[src/rtl/lsnn_dec_pkg.sv]
// Shared types and constants for the LSNN output spike decoder.
package lsnn_dec_pkg;

    localparam int unsigned IDX_W = 4;
    localparam int unsigned SEG_W = 7;

    typedef enum logic [1:0] {
        IDLE,
        COUNT,
        COMPARE,
        DONE
    } dec_state_t;

    localparam logic [IDX_W-1:0] NO_WINNER = 4'hF;

    // Segment bit order is {g,f,e,d,c,b,a}, active-high.
    localparam logic [SEG_W-1:0] SEG_0    = 7'b0111111;
    localparam logic [SEG_W-1:0] SEG_1    = 7'b0000110;
    localparam logic [SEG_W-1:0] SEG_2    = 7'b1011011;
    localparam logic [SEG_W-1:0] SEG_3    = 7'b1001111;
    localparam logic [SEG_W-1:0] SEG_4    = 7'b1100110;
    localparam logic [SEG_W-1:0] SEG_5    = 7'b1101101;
    localparam logic [SEG_W-1:0] SEG_6    = 7'b1111101;
    localparam logic [SEG_W-1:0] SEG_7    = 7'b0000111;
    localparam logic [SEG_W-1:0] SEG_8    = 7'b1111111;
    localparam logic [SEG_W-1:0] SEG_9    = 7'b1101111;
    localparam logic [SEG_W-1:0] SEG_DASH = 7'b1000000;

endpackage

[src/rtl/lsnn_seg7.sv]
// Combinational class-index to 7-segment encoder; non-digit indices show a dash.
module lsnn_seg7
    import lsnn_dec_pkg::*;
(
    input  logic [IDX_W-1:0] idx_i,
    output logic [SEG_W-1:0] seg_c
);

    // Digit lookup
    always_comb begin
        seg_c = SEG_DASH;
        case (idx_i)
            4'd0:    seg_c = SEG_0;
            4'd1:    seg_c = SEG_1;
            4'd2:    seg_c = SEG_2;
            4'd3:    seg_c = SEG_3;
            4'd4:    seg_c = SEG_4;
            4'd5:    seg_c = SEG_5;
            4'd6:    seg_c = SEG_6;
            4'd7:    seg_c = SEG_7;
            4'd8:    seg_c = SEG_8;
            4'd9:    seg_c = SEG_9;
            default: seg_c = SEG_DASH;
        endcase
    end

endmodule

[src/rtl/lsnn_spike_decoder.sv]
// LSNN output decoder: counts output spikes over a window of timesteps,
// picks the most active neuron (ties to lowest index) and shows it on 7 segments.
// Optional: define LSNN_DEC_CONTINUOUS_EN to restart a new window after each result.
module lsnn_spike_decoder
    import lsnn_dec_pkg::*;
#(
    parameter int unsigned N_OUT = 4,
    parameter int unsigned CNT_W = 8,
    parameter int unsigned WIN_W = 8
) (
    input  logic             clk,
    input  logic             rst_n,
    input  logic             ena,
    input  logic             tick,
    input  logic [N_OUT-1:0] spikes,
    input  logic             start,
    input  logic [WIN_W-1:0] win_len,
    output logic             busy,
    output logic             result_valid,
    output logic [3:0]       winner,
    output logic [6:0]       segments
);

    localparam logic [CNT_W-1:0] CNT_MAX  = {CNT_W{1'b1}};
    localparam logic [IDX_W-1:0] LAST_IDX = IDX_W'(N_OUT - 1);

    dec_state_t       state_q, state_d;
    logic [CNT_W-1:0] cnt_q [N_OUT];
    logic [CNT_W-1:0] cnt_d [N_OUT];
    logic [WIN_W-1:0] win_rem_q, win_rem_d, win_load_c;
    logic [IDX_W-1:0] idx_q, idx_d;
    logic [IDX_W-1:0] best_idx_q, best_idx_d, cand_idx_c;
    logic [CNT_W-1:0] best_cnt_q, best_cnt_d, cand_cnt_c, sel_cnt_c;
    logic             busy_d, result_valid_d;
    logic [IDX_W-1:0] winner_d;
    logic [SEG_W-1:0] segments_d, seg_c;

    // Window length with zero promoted to one
    assign win_load_c = (win_len == '0) ? WIN_W'(1) : win_len;

    // Counter of the neuron currently under comparison
    always_comb begin
        sel_cnt_c = '0;
        for (int unsigned i = 0; i < N_OUT; i++) begin
            if (idx_q == IDX_W'(i)) sel_cnt_c = cnt_q[i];
        end
    end

    // Running argmax step: replace only on strictly greater count
    assign cand_idx_c = (sel_cnt_c > best_cnt_q) ? idx_q     : best_idx_q;
    assign cand_cnt_c = (sel_cnt_c > best_cnt_q) ? sel_cnt_c : best_cnt_q;

    lsnn_seg7 u_seg7 (
        .idx_i (cand_idx_c),
        .seg_c (seg_c)
    );

    // Next-state and datapath logic
    always_comb begin
        state_d        = state_q;
        win_rem_d      = win_rem_q;
        idx_d          = idx_q;
        best_idx_d     = best_idx_q;
        best_cnt_d     = best_cnt_q;
        winner_d       = winner;
        segments_d     = segments;
        result_valid_d = 1'b0;
        for (int unsigned i = 0; i < N_OUT; i++) cnt_d[i] = cnt_q[i];

        case (state_q)
            IDLE: begin
                if (start) begin
                    for (int unsigned i = 0; i < N_OUT; i++) cnt_d[i] = '0;
                    win_rem_d = win_load_c;
                    state_d   = COUNT;
                end
            end
            COUNT: begin
                if (tick) begin
                    for (int unsigned i = 0; i < N_OUT; i++) begin
                        if (spikes[i] && (cnt_q[i] != CNT_MAX)) cnt_d[i] = cnt_q[i] + CNT_W'(1);
                    end
                    win_rem_d = win_rem_q - WIN_W'(1);
                    if (win_rem_q == WIN_W'(1)) begin
                        idx_d      = '0;
                        best_idx_d = NO_WINNER;
                        best_cnt_d = '0;
                        state_d    = COMPARE;
                    end
                end
            end
            COMPARE: begin
                best_idx_d = cand_idx_c;
                best_cnt_d = cand_cnt_c;
                idx_d      = idx_q + IDX_W'(1);
                if (idx_q == LAST_IDX) begin
                    winner_d       = cand_idx_c;
                    segments_d     = seg_c;
                    result_valid_d = 1'b1;
                    state_d        = DONE;
                end
            end
            DONE: begin
`ifdef LSNN_DEC_CONTINUOUS_EN
                for (int unsigned i = 0; i < N_OUT; i++) cnt_d[i] = '0;
                win_rem_d = win_load_c;
                state_d   = COUNT;
`else
                state_d   = IDLE;
`endif
            end
            default: state_d = IDLE;
        endcase

        busy_d = (state_d == COUNT) || (state_d == COMPARE);
    end

    // State and output registers; ena low freezes everything
    always_ff @(posedge clk or negedge rst_n) begin
        if (!rst_n) begin
            state_q      <= IDLE;
            win_rem_q    <= '0;
            idx_q        <= '0;
            best_idx_q   <= NO_WINNER;
            best_cnt_q   <= '0;
            busy         <= 1'b0;
            result_valid <= 1'b0;
            winner       <= NO_WINNER;
            segments     <= SEG_DASH;
            for (int unsigned i = 0; i < N_OUT; i++) cnt_q[i] <= '0;
        end else if (ena) begin
            state_q      <= state_d;
            win_rem_q    <= win_rem_d;
            idx_q        <= idx_d;
            best_idx_q   <= best_idx_d;
            best_cnt_q   <= best_cnt_d;
            busy         <= busy_d;
            result_valid <= result_valid_d;
            winner       <= winner_d;
            segments     <= segments_d;
            for (int unsigned i = 0; i < N_OUT; i++) cnt_q[i] <= cnt_d[i];
        end
    end

endmodule
[config.mk]
export PLATFORM = sky130hd
export DESIGN_NAME = lsnn_spike_decoder
export DESIGN_NICKNAME = d
export VERILOG_FILES = /design/src/rtl/lsnn_dec_pkg.sv /design/src/rtl/lsnn_seg7.sv /design/src/rtl/lsnn_spike_decoder.sv
export SDC_FILE = /design/constraint.sdc
export NUM_CORES = 1
export LEC_CHECK = 0
export BUFFER_PORTS_ARGS = -buffer_cell sky130_fd_sc_hd__buf_2
export CAP_MARGIN = 10
export CORE_MARGIN = 2
export CORE_UTILIZATION = 30
export CTS_CLUSTER_SIZE = 20
export DETAILED_ROUTE_END_ITERATION = 12
export REMOVE_ABC_BUFFERS = 1
export SLEW_MARGIN = 30
export SYNTH_ARGS = -nofsm -noshare
export SYNTH_HDL_FRONTEND = slang
export SYNTH_SLANG_ARGS = --single-unit
export TNS_END_PERCENT = 100
[constraint.sdc]
create_clock -name clk -period 11.3 [get_ports clk]
set_input_delay 2.26 -clock clk [delete_from_list [all_inputs] [get_ports clk]]
set_output_delay 2.26 -clock clk [all_outputs]
set_load 0.005 [all_outputs]
Yosys cells after proc, flatten, opt, wreduce, memory -nomap -nowiden
Memories as Yosys holds them, arrays and structs flattened. A register that Yosys moved wholly into a read port is not among the register bits.
Cells that the tools add are included.
{ "classes": {"addsub": 6, "magnitude_cmp": 1, "eq_ne": 21, "mux": 33, "reduce_logical": 19} }
{ "ops": {"columns": ["cell", "n"], "rows": [
  ["8-bit two-way mux", 14],
  ["32-bit two-way mux", 2],
  ["32-bit case mux with 2 select lines", 1],
  ["8-bit by 1-bit adder with 8-bit output (second input constant)", 4],
  ["8-bit != test (second input constant)", 4],
  ["8-bit case mux with 2 select lines", 2],
  ["5-bit AND reduction", 5],
  ["4-bit two-way mux", 5],
  ["2-bit != test (second input constant)", 8],
  ["4-bit case mux with 2 select lines", 2],
  ["4-bit by 2-bit == test with 1-bit output (second input constant)", 2],
  ["8-bit by 1-bit == test with 1-bit output (second input constant)", 1],
  ["8-bit > comparator", 1],
  ["8-bit zero test", 1],
  ["2-bit two-way mux", 4],
  ["2-bit case mux with 4 select lines", 1],
  ["4-bit AND reduction", 2],
  ["8-bit by 1-bit subtractor with 8-bit output (second input constant)", 1],
  ["2-bit == test (second input constant)", 3],
  ["4-bit by 1-bit adder with 4-bit output (second input constant)", 1],
  ["2-bit by 1-bit == test with 1-bit output (second input constant)", 2],
  ["4-bit by 1-bit == test with 1-bit output (second input constant)", 1],
  ["1-bit logical AND", 4],
  ["4-bit zero test", 1],
  ["other kinds (6)", 8]
]} }
{ "totals": {"regBits": 64, "mem_bits_ro": 112, "input_bits": 17, "output_inout_bits": 13, "word_cells": 93, "n_memories": 1} }
{ "memory_table": {"columns": ["memory", "words", "word_bits", "read_ports", "rd_ports_with_merged_regs", "write_ports", "line_no", "source"], "rows": [
  ["(no name shown)", 16, 7, 1, 1, 0, "lsnn_seg7.sv:12", "case (idx_i)"]
]} }

Depth between registers and ports, before layout
Gate-level depths: netlist of the first run.
{ "depth": {"ltp_word": 8, "ltp_mapped": 21, "ltp_nobuf": 20} }

Modules after synthesis
From an unflattened synthesis of the first run, not the netlist that was laid out.
{ "unflattened": {"hier_cells": 501, "hier_area_um2": 4395.5} }
{ "by_module_without_submodules": {"columns": ["module", "instances", "cells_each", "area_each_um2"], "rows": [
  ["lsnn_spike_decoder", 1, 472, 4167.7],
  ["lsnn_seg7", 1, 29, 227.7]
]} }

Least setup slack after synthesis of the first run
No wires, ideal clock.
{ "synth_path": {"kind": "register -> register", "from": "register idx_q[0]", "to": "register segments[3]", "setup_time_ps": 125, "arrival_ps": 3779, "setup_slack_ps": 7397, "stages_incl_launch_ff": 19, "n_path_buf": 3, "synth_period_minus_slack_ps": 3903, "path_cell_list": "dfrtp_1 -> inv_1 -> ha_1 -> clkbuf_1 -> clkbuf_1 -> o21ai_0 -> mux2i_1 -> nor2_1 -> ha_1 -> nor2b_1 -> o211a_1 -> o21ba_2 -> o21ai_0 -> buf_2 -> nor2_1 -> a21oi_1 -> ha_1 -> o32ai_1 -> nor2_1"} }
{ "synth_between": {"elab_chain_len": 7} }
{ "synth_lines": {"columns": ["item", "line_no", "source"], "rows": [
  ["start: declaration", "lsnn_spike_decoder.sv:31", "logic [IDX_W-1:0] idx_q, idx_d;"],
  ["start signal: assignment", "lsnn_spike_decoder.sv:134", "idx_q <= idx_d;"],
  ["4-bit zero test", "lsnn_spike_decoder.sv:45", "if (idx_q == IDX_W'(i)) sel_cnt_c = cnt_q[i];"],
  ["8-bit two-way mux (4 in series)", "lsnn_spike_decoder.sv:45", null],
  ["8-bit > comparator", "lsnn_spike_decoder.sv:50", "assign cand_idx_c = (sel_cnt_c > best_cnt_q) ? idx_q : best_idx_q;"],
  ["4-bit two-way mux", "lsnn_spike_decoder.sv:50", null],
  ["end: declaration", "lsnn_spike_decoder.sv:21", "output logic [6:0] segments"]
]} }
Several ways; a longest one is shown, not always the timed one.
A chain may end at the register's enable or synchronous reset.

Worst setup path after layout of the first run
{ "layout_path": {"from": "register idx_q[1]", "to": "register segments[4]"} }
{ "layout_between": {"elab_chain_len": 7} }
{ "layout_lines": {"columns": ["item", "line_no", "source"], "rows": [
  ["4-bit zero test", "lsnn_spike_decoder.sv:45", null],
  ["8-bit two-way mux (4 in series)", "lsnn_spike_decoder.sv:45", null],
  ["8-bit > comparator", "lsnn_spike_decoder.sv:50", null],
  ["4-bit two-way mux *", "lsnn_spike_decoder.sv:50", null],
  ["named net cand_idx_c[1]", "lsnn_spike_decoder.sv:32", "logic [IDX_W-1:0] best_idx_q, best_idx_d, cand_idx_c;"]
]} }
Mark *: on every way through the listed nets, which the timed path passes. The rest lies on a longest branch.

==> impl_metrics.json, run 1 <==
{
  "p_total_uw": 1160,
  "groute.usage.overall_pct": 14.2,
  "antenna_left": 0,
  "hold_depth": 2,
  "worst_slew_pin_slew_ns": 0.840,
  "dieWidth_um": 123,
  "rsz0062_at_grt": "no",
  "path_delay_family": "compound AO/OA/AOI/OAI gates",
  "start_util_pct": 30.5,
  "io-pin-count": 30,
  "vias": 3545,
  "cp-end-kind": "flip-flop",
  "r2r_start": "idx_q[1]",
  "critPathRequiredTime_ns": 11.52,
  "p_clk_share_pct": 22.3,
  "h-tree-depth": 3,
  "synth.distinct_cells": 56,
  "r2r_cells": 19,
  "hp-start": "best_cnt_q[4]",
  "fin_util_pct": 34.6,
  "synthFlopType": "dfrtp_1",
  "first_pass_iters": 4,
  "max_freq_mhz": 222,
  "critical_path_peak_fanout": 15,
  "syn_area_um2": 4220,
  "grt_antenna_before_repair": 0,
  "synth_most_common_cell": "nor2_1",
  "finish.instance_area_um2": 4790,
  "p_seq_share_pct": 34.1,
  "ys_async_sr_fraction_pct": 100,
  "layout-drive-gt1-share_pct": 12.8,
  "syn_avg_cell_area_um2": 8.62,
  "crit_chain": "inv_1 > ha_1 > nand3b_1 > a21oi_1 > a21oi_1 > nor2_1 > a21oi_1 > nor2_1 > ha_1 > a21o_1 > o21ba_2 > o21ai_1 > nor2_1 > a21oi_1 > inv_1 > ha_1 > nor2_1 > a32oi_1 > o22a_1",
  "cts.sinks": 71,
  "wl_mm": 9.71,
  "power.switching_uw": 495,
  "busiest_layer": "met2",
  "fin_crit_ns": 4.51,
  "status": "complete, no violations",
  "synth_top_area_cell": "dfrtp_1",
  "hold_end": "best_cnt_q[4]",
  "finalClockSkew_ns": 0.00794,
  "grt_first_pass_wirelength_mm": 16.9,
  "leakagePower_uw": 0.00211,
  "grt_util_met2_pct": 21.7,
  "clkLatencyLatePin_ns": 0.34,
  "netlist.area_leader.share_pct": 36.8,
  "yosys-top-cells-area": "dfrtp_1 37%, ha_1 7.1%, nor2_1 6.2%, dfstp_2 5.6%, a21oi_1 5.2%",
  "die_area_um2": 15000,
  "core_um2": 13800,
  "antenna_cells": 0,
  "yosys_warnings": 0,
  "clk_pin_slew_ns": 0.05,
  "finalCritPeriodShare_pct": 39.9,
  "post-cts-setup-buffers": 0,
  "wire_per_inst_um": 14.0,
  "clk_path_buf_depth": 2,
  "p_sw_share_pct": 42.7,
  "worstHoldPathType": "reg2reg",
  "yosys-top-cells-count": "70 x nor2_1, 62 x dfrtp_1, 51 x nand2_1",
  "peakVddDrop_v": 0.000105,
  "yosysSeqAreaShare_pct": 42.4,
  "internal_power_uw": 665,
  "setup_viol": 0,
  "crit_type": "reg2reg",
  "ctsResizeCount": 0,
  "ys_seq_elements": 71,
  "grt_pass1_vias": 3487,
  "reg2reg_to": "segments[4]",
  "crit_arrival_ns": 4.73,
  "io_buffers": 29,
  "gp_congestion": 0.858,
  "cp_num_buf_inv": 2,
  "via_per_inst": 5.10,
  "area_growth_pct": 13.5,
  "slowest_delay_ns": 0.56,
  "r2r_setup_slack_ns": 6.79,
  "cts_tree": "built",
  "p_comb_share_pct": 43.6,
  "syn_inst": 489,
  "grt_util_met3_pct": 3.21,
  "grt.overflow.total": 0,
  "maxSlewHeadroom_pct": 43.8,
  "final_max_slew_viol_count": 0,
  "grt_use_met1_pct": 19.4,
  "drcViolationCount": 0,
  "startpoint_type": "flip-flop",
  "critPathSlowestCell": "o21ai_1",
  "layout.nets": 551,
  "grt_start_max_net_pins": 72,
  "rows": 43,
  "dp_hpwl_mm": 6.93,
  "power_density_nw_per_um2": 242,
  "drt_iter0_drc": 258,
  "numCtsBuffers": 9,
  "hold_viol_final": 0,
  "dpl_cell_area_um2": 4510,
  "synth_edf_count": 0,
  "die_y_um": 123,
  "hold_buffers": 0,
  "fin_tns_setup_ns": 0,
  "maxCapViolations": 0,
  "cts-root-buf": "clkbuf_16"
}
==> stage by stage <==
step | worst slack (ns) | std cells | hold slack (ns)
after global routing | 6.26 | 695 | 0.489
after global placement | 6.64 | 679 | 0.460
final | 6.79 | 695 | 0.477
after floorplan | 6.96 | 467 | 0.443
after CTS | 6.48 | 695 | 0.480
after detailed placement | 6.48 | 679 | 0.463
==> registers in the layout, summed over array words and instances, names as in the netlist <==
name / cells
idx_q: 4
state_q: 2
win_rem_q: 8
cnt_q: 32
winner: 4
busy: 1
segments: 7
best_idx_q: 4
best_cnt_q: 8
result_valid: 1
==> cell type report <==
| type | instances | area [um2] |
|---|---|---|
| repair buffers | 32 | 171 |
| well taps | 180 | 225 |
| clock inverters | 1 | 7.51 |
| fillers | 1425 | 9040 |
| flip-flops and latches | 71 | 1790 |
| clock buffers | 15 | 258 |
| inverters | 21 | 78.8 |
| multi-input cells | 375 | 2260 |
==> tightest hold or removal path: cells and delay by family, from the launching register on <==
family | cells | cell delay, ns
DFF | 1 | 0.34
and+or+nand+nor | 1 | 0.05
AOI/OAI and AO/OA | 1 | 0.05
==> routing by layer <==
metal | routed length (um) | share of wire [%] | up-vias
met4 | 120 | 1.2 | 0
met5 | 0 | 0 | -
met1 | 4880 | 50 | 1712
li1 | - | - | 1777
met3 | 331 | 3.4 | 6
met2 | 4380 | 45 | 50
==> kinds of logic after synthesis <==
family	count (synthesis)	synth area share (%)
multiplexers	5	1.22
buffers and inverters	43	4.15
flip-flops	71	42.4
XOR/XNOR	19	3.95
AO/OA/AOI/OAI	136	20.4
adder cells (fa/ha/maj)	24	7.12
AND/OR/NAND/NOR	191	20.7
==> cell usage in the layout (no fill, tap or decap), types with 2 or more instances in the layout <==
cell,Yosys,layout
a32oi_1,2,2
inv_1,20,20
o211a_1,3,3
mux2i_1,4,4
a211oi_1,4,4
a21o_1,3,3
clkbuf_1,17,5
xnor2_1,5,5
nor2_1,70,70
dfrtp_1,62,62
o32ai_1,2,2
o22a_1,4,4
buf_2,2,29
ha_1,24,24
nor2b_1,3,3
a21oi_1,44,44
nand2b_1,3,3
o21ai_0,43,42
nor3_1,7,7
o32a_1,2,2
o22ai_1,2,2
xor2_1,14,14
nor2_2,2,2
and3_1,7,7
nand3_1,19,19
nand2_1,51,51
clkbuf_16,0,9
a22oi_1,5,5
nand4_1,10,10
o41ai_1,8,8
dfstp_2,9,9
buf_4,1,2
or3_1,7,7
nand3b_1,5,5
a31oi_1,2,2
or2_2,2,2
==> power by group through the flow <==
| stage | clock network [uW] | registers [uW] | logic (uW) |
|---|---|---|---|
| detailed placement | 0 | 397 | 507 |
| CTS | 265 | 393 | 509 |
| finish | 258 | 395 | 506 |
| global placement | 0 | 394 | 495 |
| global route | 276 | 406 | 581 |
| floorplan | 0 | 376 | 392 |
==> how the worst max path moves through the flow <==
stage                   from          end  slack, ns  cells past startpoint
finish              idx_q[1]  segments[4]       6.79                     19
global route        idx_q[1]  segments[4]       6.26                     20
CTS                 idx_q[1]  segments[4]       6.48                     19
detailed placement  idx_q[1]  segments[4]       6.48                     19
global placement         ena    cnt_q[15]       6.64                     10
floorplan                ena    cnt_q[13]       6.96                      7
No activity file was read; power rests on OpenSTA's default activity.
==> run 2: changes to the inputs <==
Clock period 11.3 ns to 3.9 ns, I/O delays scaled along.
==> impl_metrics.json, run 2 (same netlist as run 1, synthesis figures left out) <==
{
  "critPathRequiredTime_ns": 4.13,
  "dp_hpwl_mm": 7.43,
  "layout-drive-gt1-share_pct": 17.5,
  "r2r_setup_slack_ns": 0.27,
  "die_area_um2": 15000,
  "critPathSlowestCell": "ha_1",
  "power.switching_uw": 1590,
  "gp_congestion": 0.860,
  "core_um2": 13800,
  "numCtsBuffers": 9,
  "status": "complete, no violations",
  "fill_cells": 1415,
  "most-common-layout-cells": "70 x nor2_1, 61 x dfrtp_1, 51 x nand2_1, 42 x a21oi_1, 42 x o21ai_0",
  "peakVddDrop_v": 0.000492,
  "drcViolationCount": 0,
  "r2r_start": "idx_q[1]",
  "cp_num_buf_inv": 3,
  "groute.usage.overall_pct": 14.6,
  "leakagePower_uw": 0.00220,
  "cts.sinks": 71,
  "area_growth_pct": 18.3,
  "hold_viol_final": 0,
  "die_y_um": 123,
  "grt_use_met1_pct": 19.5,
  "worst_slew_pin_slew_ns": 0.808,
  "maxCapViolations": 0,
  "multi_input_area_um2": 2300,
  "clkLatencyLatePin_ns": 0.35,
  "grt_start_max_net_pins": 36,
  "p_seq_share_pct": 30.5,
  "fin_crit_ns": 3.63,
  "wire_per_inst_um": 14.3,
  "finalCritPeriodShare_pct": 93.1,
  "grt_util_met2_pct": 22.3,
  "grt.overflow.total": 0,
  "clk_path_buf_depth": 2,
  "top_regs": "cnt_q x32, best_cnt_q x8, win_rem_q x8",
  "busiest_layer": "met2",
  "hp-start": "winner[3]",
  "io-pin-count": 30,
  "h-tree-depth": 3,
  "cts-root-buf": "clkbuf_16",
  "internal_power_uw": 2210,
  "final_max_slew_viol_count": 0,
  "cp_num_cells": 16,
  "via_per_inst": 5.11,
  "grt_pass1_vias": 3533,
  "cp-end-kind": "flip-flop",
  "hold_buffers": 0,
  "p_comb_share_pct": 47.3,
  "startpoint_type": "flip-flop",
  "r2r_cells": 16,
  "io_buffers": 29,
  "maxSlewHeadroom_pct": 46.1,
  "crit_type": "reg2reg",
  "critical_path_peak_fanout": 14,
  "drt_iter0_drc": 189,
  "slowest_delay_ns": 0.46,
  "antenna_cells": 0,
  "power_density_nw_per_um2": 760,
  "dpl_cell_area_um2": 4600,
  "grt_util_met3_pct": 3.25,
  "seq_area_um2": 1790,
  "finalClockSkew_ns": 0.00809,
  "hold_slack_ns": 0.476,
  "max_freq_mhz": 275,
  "first_pass_iters": 4,
  "reg2reg_to": "segments[3]",
  "layout_commonest_cell": "nor2_1",
  "fin_util_pct": 36.1,
  "p_total_uw": 3790,
  "p_sw_share_pct": 41.8,
  "layout.nets": 566,
  "setup_viol": 0,
  "hold_depth": 2,
  "clk_pin_slew_ns": 0.06,
  "dieWidth_um": 123,
  "largest_reg_flops": 32,
  "worstHoldPathType": "reg2reg",
  "antenna_left": 0,
  "crit_chain": "buf_4 > ha_1 > mux2i_1 > nor2_1 > ha_1 > nor2b_1 > o211a_1 > o21ba_2 > o21ai_2 > buf_6 > nor2_1 > a21oi_1 > buf_4 > ha_1 > o32ai_1 > nor2_1",
  "hold_end": "winner[3]",
  "cts_tree": "built",
  "crit_arrival_ns": 3.86,
  "vias": 3629,
  "path_delay_family": "compound AO/OA/AOI/OAI gates",
  "p_clk_share_pct": 22.2,
  "grt_first_pass_wirelength_mm": 17.1,
  "grt_antenna_before_repair": 0,
  "rsz0062_at_grt": "no",
  "rows": 43,
  "finish.instance_area_um2": 4990,
  "top_register": "cnt_q",
  "start_util_pct": 30.5,
  "wl_mm": 10.1
}
==> run 2: worst max path at each step <==
| stage | from | to |
|---|---|---|
| 6_report | idx_q[1] | segments[3] |
| 3_5_place_dp | idx_q[1] | segments[4] |
| 4_1_cts | idx_q[0] | segments[4] |
| 3_3_place_gp | idx_q[1] | segments[4] |
| 5_1_grt | idx_q[1] | segments[3] |
| 2_1_floorplan | idx_q[1] | segments[3] |
==> run 2: power by group through the flow <==
stage,combinational (uW),sequential (uW),clock [uW]
5_1_grt,2010,1190,892
3_5_place_dp,1590,1150,0
2_1_floorplan,1140,1090,0
6_report,1790,1150,842
4_1_cts,1610,1140,858
3_3_place_gp,1560,1140,0
==> run 2: routing by layer <==
metal,vias to the layer above,share of wire [%]
met5,-,0
met2,66,46
met4,0,2.2
met3,16,4.0
li1,1807,-
met1,1740,48
==> run 2: layout make-up <==
class	instances	share of cell area, %
Tap cell	180	4.51
Timing Repair Buffer	47	5.94
Sequential cell	71	35.9
Inverter	21	1.58
Clock buffer	10	4.59
Clock inverter	6	1.40
Multi-Input combinational cell	375	46.1
==> run 2: what timing repair did <==
item,CTS,global route
endpoints found under the setup margin,3,7
gates resized for setup,1,13
setup buffers,1,2
gates cloned,0,0
pin swaps,0,0
==> run 2: per-stage QoR <==
stage	worst slack, ns	TNS [ns]	std cells
3_3_place_gp	0.0400	0	691
3_5_place_dp	-0.0167	-0.0354	691
4_1_cts	0.00125	0	708
2_1_floorplan	-0.151	-0.558	467
5_1_grt	0.00440	0	710
6_report	0.270	0	710
==> run 2: worst register-to-register path, delay by kind of cell, from the launching register on <==
kind | cells | cell delay (ns)
and+or+nand+nor | 4 | 0.32
buffers and inverters | 3 | 0.48
muxes | 1 | 0.36
DFF | 1 | 0.35
AOI/OAI and AO/OA | 5 | 1.02
adders and majority gates | 3 | 0.99
